--- src/rtl/axis_requant_packer.sv ---
// axis_requant_packer: requantizes signed accumulators to int8 (scale, rounding
// shift, zero point, saturate) and packs OUT_WIDTH/8 bytes per output beat,
// flagging the beat that carries the final element with TLAST.
module axis_requant_packer #(
  parameter int IN_WIDTH    = 32,
  parameter int OUT_WIDTH   = 32,
  parameter int MULT_WIDTH  = 16,
  parameter int SHIFT_WIDTH = 5
) (
  input  logic                   aclk,
  input  logic                   areset,
  input  logic                   start,
  input  logic [31:0]            num_elements,
  input  logic [MULT_WIDTH-1:0]  scale_mult,
  input  logic [SHIFT_WIDTH-1:0] scale_shift,
  input  logic [7:0]             zero_point,
  output logic                   busy,
  output logic                   done,
  output logic                   error,
  input  logic [IN_WIDTH-1:0]    s_axis_tdata,
  input  logic                   s_axis_tvalid,
  input  logic                   s_axis_tlast,
  output logic                   s_axis_tready,
  output logic [OUT_WIDTH-1:0]   m_axis_tdata,
  output logic                   m_axis_tvalid,
  output logic                   m_axis_tlast,
  input  logic                   m_axis_tready
);

  localparam int PACK   = OUT_WIDTH / 8;
  localparam int LANE_W = (PACK > 1) ? $clog2(PACK) : 1;
  localparam int PW     = IN_WIDTH + MULT_WIDTH;
  localparam int AW     = PW + 2;

  localparam logic signed [AW-1:0] SAT_MAX = AW'(127);
  localparam logic signed [AW-1:0] SAT_MIN = AW'(-128);

  typedef enum logic [1:0] {
    IDLE,
    RUN,
    DONE
  } state_t;

  state_t state;

  // Job configuration captured when a start is accepted
  logic [31:0]                   num_r;
  logic signed [MULT_WIDTH-1:0]  mult_r;
  logic [SHIFT_WIDTH-1:0]        shift_r;
  logic [7:0]                    zp_r;

  logic [31:0] in_cnt;
  logic [31:0] out_cnt;

  // Pipeline stages
  logic                 s1_valid;
  logic signed [PW-1:0] s1_prod;
  logic                 s2_valid;
  logic [7:0]           s2_q;
  logic [LANE_W-1:0]    lane;
  logic [OUT_WIDTH-1:0] lanes;

  logic                 en;
  logic                 accept;
  logic                 start_go;
  logic                 final_hs;
  logic                 out_last;
  logic                 word_full;
  logic signed [PW-1:0] data_ext;
  logic signed [PW-1:0] mult_ext;
  logic signed [PW-1:0] prod_in;
  logic signed [AW-1:0] rnd;
  logic signed [AW-1:0] biased;
  logic signed [AW-1:0] shifted;
  logic signed [AW-1:0] sum_zp;
  logic [7:0]           q_next;
  logic [OUT_WIDTH-1:0] word_next;

  assign en            = !m_axis_tvalid || m_axis_tready;
  assign s_axis_tready = (state == RUN) && (in_cnt < num_r) && en;
  assign accept        = s_axis_tvalid && s_axis_tready;
  assign start_go      = (state == IDLE) && start;
  assign final_hs      = m_axis_tvalid && m_axis_tready && m_axis_tlast;
  assign out_last      = (out_cnt == num_r - 32'd1);
  assign word_full     = (lane == LANE_W'(PACK - 1));

  assign data_ext = PW'($signed(s_axis_tdata));
  assign mult_ext = PW'(mult_r);
  assign prod_in  = data_ext * mult_ext;

  // Rounding shift, zero point and saturation, all at full width so nothing wraps
  always_comb begin
    rnd = '0;
    if (shift_r != '0) begin
      rnd = AW'(1) <<< (shift_r - SHIFT_WIDTH'(1));
    end
    biased  = AW'(s1_prod) + rnd;
    shifted = biased >>> shift_r;
    sum_zp  = shifted + AW'($signed(zp_r));
    if (sum_zp > SAT_MAX) begin
      q_next = 8'h7F;
    end else if (sum_zp < SAT_MIN) begin
      q_next = 8'h80;
    end else begin
      q_next = sum_zp[7:0];
    end
  end

  // Merge the stage-2 byte into the partially filled word
  always_comb begin
    word_next                = lanes;
    word_next[8*lane +: 8]   = s2_q;
  end

  // Job control FSM: configuration latch, input count and TLAST checking
  always_ff @(posedge aclk or posedge areset) begin
    if (areset) begin
      state   <= IDLE;
      busy    <= 1'b0;
      done    <= 1'b0;
      error   <= 1'b0;
      num_r   <= '0;
      mult_r  <= '0;
      shift_r <= '0;
      zp_r    <= '0;
      in_cnt  <= '0;
    end else begin
      case (state)
        IDLE: begin
          if (start) begin
            num_r   <= num_elements;
            mult_r  <= scale_mult;
            shift_r <= scale_shift;
            zp_r    <= zero_point;
            error   <= 1'b0;
            in_cnt  <= '0;
            if (num_elements != '0) begin
              state <= RUN;
              busy  <= 1'b1;
            end else begin
              state <= DONE;
              done  <= 1'b1;
            end
          end
        end
        RUN: begin
          if (accept) begin
            in_cnt <= in_cnt + 32'd1;
            if (s_axis_tlast != (in_cnt == num_r - 32'd1)) begin
              error <= 1'b1;
            end
          end
          if (final_hs) begin
            state <= DONE;
            busy  <= 1'b0;
            done  <= 1'b1;
          end
        end
        DONE: begin
          if (!start) begin
            state <= IDLE;
            done  <= 1'b0;
          end
        end
        default: begin
          state <= IDLE;
          busy  <= 1'b0;
          done  <= 1'b0;
        end
      endcase
    end
  end

  // Datapath: multiply, requantize, pack and present words on m_axis
  always_ff @(posedge aclk or posedge areset) begin
    if (areset) begin
      s1_valid      <= 1'b0;
      s1_prod       <= '0;
      s2_valid      <= 1'b0;
      s2_q          <= '0;
      lane          <= '0;
      lanes         <= '0;
      out_cnt       <= '0;
      m_axis_tdata  <= '0;
      m_axis_tvalid <= 1'b0;
      m_axis_tlast  <= 1'b0;
    end else begin
      if (m_axis_tvalid && m_axis_tready) begin
        m_axis_tvalid <= 1'b0;
      end
      if (start_go) begin
        lane    <= '0;
        lanes   <= '0;
        out_cnt <= '0;
      end else if (en) begin
        s1_valid <= accept;
        if (accept) begin
          s1_prod <= prod_in;
        end
        s2_valid <= s1_valid;
        if (s1_valid) begin
          s2_q <= q_next;
        end
        // A load here overrides the tvalid clear above when a handshake and
        // the next word coincide, so back-to-back words need no bubble.
        if (s2_valid) begin
          out_cnt <= out_cnt + 32'd1;
          if (word_full || out_last) begin
            m_axis_tdata  <= word_next;
            m_axis_tvalid <= 1'b1;
            m_axis_tlast  <= out_last;
            lanes         <= '0;
            lane          <= '0;
          end else begin
            lanes <= word_next;
            lane  <= lane + LANE_W'(1);
          end
        end
      end
    end
  end

endmodule

--- config.mk ---
export PLATFORM = sky130hd
export DESIGN_NAME = axis_requant_packer
export DESIGN_NICKNAME = d
export VERILOG_FILES = /design/src/rtl/axis_requant_packer.sv
export SDC_FILE = /design/constraint.sdc
export NUM_CORES = 2
export LEC_CHECK = 0
export BUFFER_PORTS_ARGS = -buffer_cell sky130_fd_sc_hd__buf_2
export CAP_MARGIN = 25
export CORE_ASPECT_RATIO = 0.5
export CORE_MARGIN = 1.5
export CORE_UTILIZATION = 49
export DETAILED_ROUTE_END_ITERATION = 16
export HOLD_SLACK_MARGIN = 0.15
export PLACE_DENSITY = 0.65
export SYNTH_ARGS = -nofsm -noshare
export SYNTH_HDL_FRONTEND = slang
export SYNTH_SLANG_ARGS = --single-unit
--- constraint.sdc ---
create_clock -name aclk -period 11.75 [get_ports aclk]
set_clock_uncertainty 0.2 [all_clocks]
set_input_delay 1.175 -clock aclk [delete_from_list [all_inputs] [get_ports aclk]]
set_output_delay 1.175 -clock aclk [all_outputs]
set_load 0.02 [all_outputs]
Yosys cells after proc, flatten, opt, wreduce, memory -nomap -nowiden:

Cells that the tools add are included.

* register bits: 256
* output and inout port bits: 38
* logic and storage cells: 117

* $add $sub $neg: 8
* multiply operators: 1
* magnitude comparators: 3
* eq/ne operators: 13
* shifts and indexed selects: 4
* multiplexer cells: 41
* bitwise operators: 2
* reductions and logical operators: 26

Operators with widths (number)
* $mux 32: 9
* $add 32x1->32 const B: 2
* $eq 32x32->1: 2
* $pmux 32 s2: 1
* $add 48x50->50: 1
* $add 50x8->50: 1
* $gt 50x8->1 const B: 1
* $lt 50x8->1 const B: 1
* $mux 50: 1
* $sshl 2x5->50 const A: 1
* $sshr 50x5->50: 1
* $mul 32x16->48: 1
* $neg 5->34: 1
* $shift 8x34->32 const A: 1
* $shiftx 8x34->32: 1
* $bwmux 32: 1
* $lt 32x32->1: 1
* $reduce_bool 32->1: 1
* $sub 32x1->32 const B: 1
* $mux 2: 8
* $mux 8: 2
* $reduce_and 4->1: 4
* $mux 1: 15
* $reduce_and 3->1: 4
* 18 further kinds: 36

Depth between registers and ports, before layout:

* word-level depth: 9
* gate-level depth with buffers: 37

Least setup slack after synthesis:

No wires, ideal clock.

* kind: register to register
* from: reg shift_r[2]
* to: reg s2_q[1]
* setup time: 141 ps
* data arrival time: 8714 ps
* path slack: 2695 ps
* cell stages (with the launch flop): 36
* path buffers: 6
* clock period less this slack: 9055 ps
* cells stage by stage: dfrtp_1 -> clkbuf_1 -> inv_1 -> buf_1 -> clkbuf_1 -> buf_1 -> nand2_1 -> nor2_1 -> ha_1 -> a211oi_1 -> o211ai_1 -> a31oi_1 -> o41ai_1 -> a221o_1 -> a31oi_1 -> or4_1 -> a31oi_1 -> a221o_1 -> mux2i_1 -> o21bai_1 -> mux2_2 -> ha_1 -> clkbuf_1 -> and3_1 -> clkbuf_1 -> and3_1 -> o311ai_0 -> a21oi_1 -> nor2_1 -> xnor2_1 -> or4_1 -> or4_1 -> nor4_1 -> nand4_1 -> a211oi_1 -> o221ai_1

* cells in the longest elaborated chain, start to end: 9

RTL lines
* start, declared: RTL line 49 `logic [SHIFT_WIDTH-1:0] shift_r;`
* start signal, assigned: RTL line 133 `shift_r <= scale_shift;`
* $sub 5x1->5: RTL line 95 `rnd = AW'(1) <<< (shift_r - SHIFT_WIDTH'(1));`
* $sshl 2x5->50: RTL line 95
* $mux 50: RTL line 94 `if (shift_r != '0) begin`
* $add 48x50->50: RTL line 97 `biased = AW'(s1_prod) + rnd;`
* $sshr 50x5->50 (*): RTL line 98 `shifted = biased >>> shift_r;`
* $add 50x8->50 (*): RTL line 99 `sum_zp = shifted + AW'($signed(zp_r));`
* $lt 50x8->1: RTL line 102 `end else if (sum_zp < SAT_MIN) begin`
* $mux 8: RTL line 102
* $mux 8 (*): RTL line 100 `if (sum_zp > SAT_MAX) begin`
* end signal, assigned: RTL line 202 `s2_q <= q_next;`
* end, declared: RTL line 59 `logic [7:0] s2_q;`

Mark *: on every way between the ends. The rest lies on a longest branch, timed or not.
A chain may end at the register's enable or synchronous reset.

Worst setup path in the final report:

* from: reg shift_r[4]
* to: reg s2_q[3]

Same word-level chain as after synthesis.

==> summary.md <==
| Metric | Value |
|---|---|
| CTS Buf Count | `29` |
| Residual DRC count | `0` |
| I/O Buffers | `136` |
| Tmin final | `about 10 ns` |
| Final max-slew violation count | `0` |
| Flop2flop setup slack | `between 1 and 1.5 ns` |
| Row count | `73` |
| CP Launch Type | `flip-flop` |
| Final WL | `117000 um` |
| Post-route ant nets | `0` |
| Seq cells post-synth | `around 260` |
| Post-synth EDFFs | `0` |
| Post-synthesis simple-gate area fraction | `between 10% and 20%` |
| Synth top area cells | `fa_1 (25%), dfrtp_1 (16%), ha_1 (7.4%)` |
| GPL Wtd Cong | `around 0.95` |
| Hold Path Sink | `m_axis_tdata[15]` |
| DR pass1 iterations | `6` |
| H-Tree Depth | `1` |
| Initial Utilization | `49.8%` |
| Top Ports | `between 100 and 150` |
| Mapped Area | `about 40000 um^2` |
| Primary FF master, synth | `dfrtp_1` |
| Final Cycle Share | `between 80% and 90%` |
| Synth warn | `0` |
| Synth async-reset ratio | `between 90% and 100%` |
| Final setup TNS | `0 ns` |
| Final number of hold-violating endpoints | `0` |
| Fin cells | `5834` |
| Cell count after synthesis | `between 4000 and 5000` |
| Place WS | `between 1.5 and 2 ns` |
| Area Overhead vs Synth | `6.05%` |
| Mux contribution to synthesized area | `under 10%` |
| Synthesized net count | `roughly 5600` |
| Synth Area in Adders | `a little under a third` |
| Post-synth top area cell | `fa_1` |
| Setup violators final | `0` |
| Post-CTS Resized | `0` |
| WL per Instance | `about 20 um` |
| Slowest CP cell | `a31oi_1` |
| GRT overflow | `0` |
| DR vias | `34000` |
| Clk buf depth | `3` |
| Hold/Removal Path Class | `reg -> reg` |
| Unrepaired setup endpoints after global routing | `no` |
| Largest net degree at the start of global routing | `between 150 and 200` |
| Largest stage delay, worst path | `~0.63 ns` |
| Synth Area in XOR/XNOR | `6.17%` |
| Largest fanout on the critical path | `15` |
| Capture point of the worst reg-to-reg path | `s2_q[3]` |
| Hold depth | `2` |
| Largest family of logic cells by synthesized area | `adder cells` |
| Yosys top cell area share | `roughly 25%` |
| Core area | `around 80000 um^2` |
| RR Startpoint | `shift_r[4]` |
| Max-Cap Viols | `0` |
| Final Hold Slack | `0.272 ns` |
| Critical path data arrival time | `between 10 and 15 ns` |
| Sink Count | `256` |
| Status | `finished, final reports clean` |
| FF-to-FF path depth | `30` |
| Hold_buf cts | `0` |
| WP data required | `about 12 ns` |
| Vias in the first global route | `approximately 34000` |
| Final worst slack | `1.42 ns` |
| Top cells by count, synth | `nand2_1 (753), inv_1 (599), fa_1 (488)` |
| Compound-Gate Fraction of Synth Area | `between 10% and 20%` |
| DR vias/cell | `a little under 6` |
| Postcts setup bufs | `0` |
| Die area | `83100 um^2` |
| Post-DP HPWL | `~90000 um` |
| First-pass GRT wire length | `about 190000 um` |
| Clock latency on the worst-skew pair | `0.60 ns` |
| Initial antenna violation count | `1` |
| Nets | `roughly 5500` |
| Clock root buffer | `clkbuf_16` |
| Worst-Margin Slew | `1.00 ns` |
| F_max | `between 0.09 and 0.1 GHz` |
| Starting DRT DRC Count | `between 3000 and 4000` |
| DIE WIDTH | `roughly 410 um` |
| Post-synth cell types | `92` |
| Total track usage | `between 20% and 30%` |
| Sequential area share after synthesis | `between 10% and 20%` |
| Mean Syn Cell Area | `8.37 um^2` |
| Hold_sp | `m_axis_tdata[15]` |
| Height of the die | `just over 200 um` |
| Top-count cell post-synth | `nand2_1` |
| Clk slew on worst S/H paths | `roughly 0.070 ns` |
| DP Cell Count | `just under 6000` |
| TritonCTS clock tree | `built` |
| Slew headroom | `approximately 32%` |
| Crit path capture type | `flip-flop` |
| Share of post-route cells with drive strength above 1 | `slightly above 7%` |
| Critical path type | `reg -> reg` |
worst max-delay path by stage:
stage | from | endpoint | slack (ns) | depth (start not counted)
final | shift_r[4] | s2_q[3] | 1.42 | 30
after global routing | shift_r[4] | s2_q[1] | 0.80 | 29
after CTS | shift_r[4] | s2_q[6] | 1.60 | 30
after detailed placement | shift_r[4] | s2_q[6] | 1.70 | 30
after global placement | shift_r[4] | s2_q[3] | 1.86 | 30
after floorplan | shift_r[2] | s2_q[1] | 2.70 | 35
cell usage in the layout, fill, tap and decap left out, types with 173 or more instances in the layout:
cell type / instances
nand2_1: 753
ha_1: 236
and2_1: 182
a21oi_1: 219
dfrtp_1: 246
xnor2_1: 173
o21ai_0: 229
fa_1: 488
inv_1: 598
nor2_1: 249
state kept, by name, summed over array words and instances (netlist names), 5 cells and up:
| register | cells |
|---|---|
| s1_prod | 48 |
| zp_r | 8 |
| in_cnt | 32 |
| lanes | 32 |
| s2_q | 8 |
| out_cnt | 32 |
| m_axis_tdata | 32 |
| mult_r | 16 |
| shift_r | 5 |
| num_r | 32 |
area by class of cell:
type | instances | area [um^2]
repair buffers | 166 | 918
well taps | 1087 | 1360
clock buffers | 42 | 835
inverters | 603 | 2270
fillers | 7573 | 37700
clock inverters | 12 | 185
multi-input cells | 3667 | 30300
flip-flops and latches | 256 | 6420
diodes | 1 | 2.50
cells by family after synthesis:
group / count (synthesis)
AO/OA/AOI/OAI: 889
XOR/XNOR: 276
adder cells (fa/ha/maj): 724
buffers and inverters: 837
flip-flops: 256
multiplexers: 113
other: 1
AND/OR/NAND/NOR: 1664
critical path, delay by kind of cell (launching register included):
family	cells	cell delay, ns
compound gates	15	4.92
simple gates	9	2.99
fa+ha+maj	3	0.89
xor+xnor	2	0.59
flops	1	0.57
buf+inv	1	0.07
through the flow:
step	area (um^2)	utilization (%)
after floorplan	39800	-
after global placement	41200	51.6
after detailed placement	41200	51.6
after CTS	42200	52.9
after global routing	42200	52.9
final	42200	52.9
routing by layer:
metal | part of all wire (%) | vias up | global-route usage, %
met2 | 45 | 1189 | 44.9
met3 | 6.4 | 170 | 2.90
met1 | 47 | 16900 | 42.1
met5 | 0 | - | 0
met4 | 1.8 | 0 | 5.68
li1 | - | 15700 | -
Power is not shown: default switching activity piles up to over one toggle a cycle in this logic, so the estimate is an artifact.
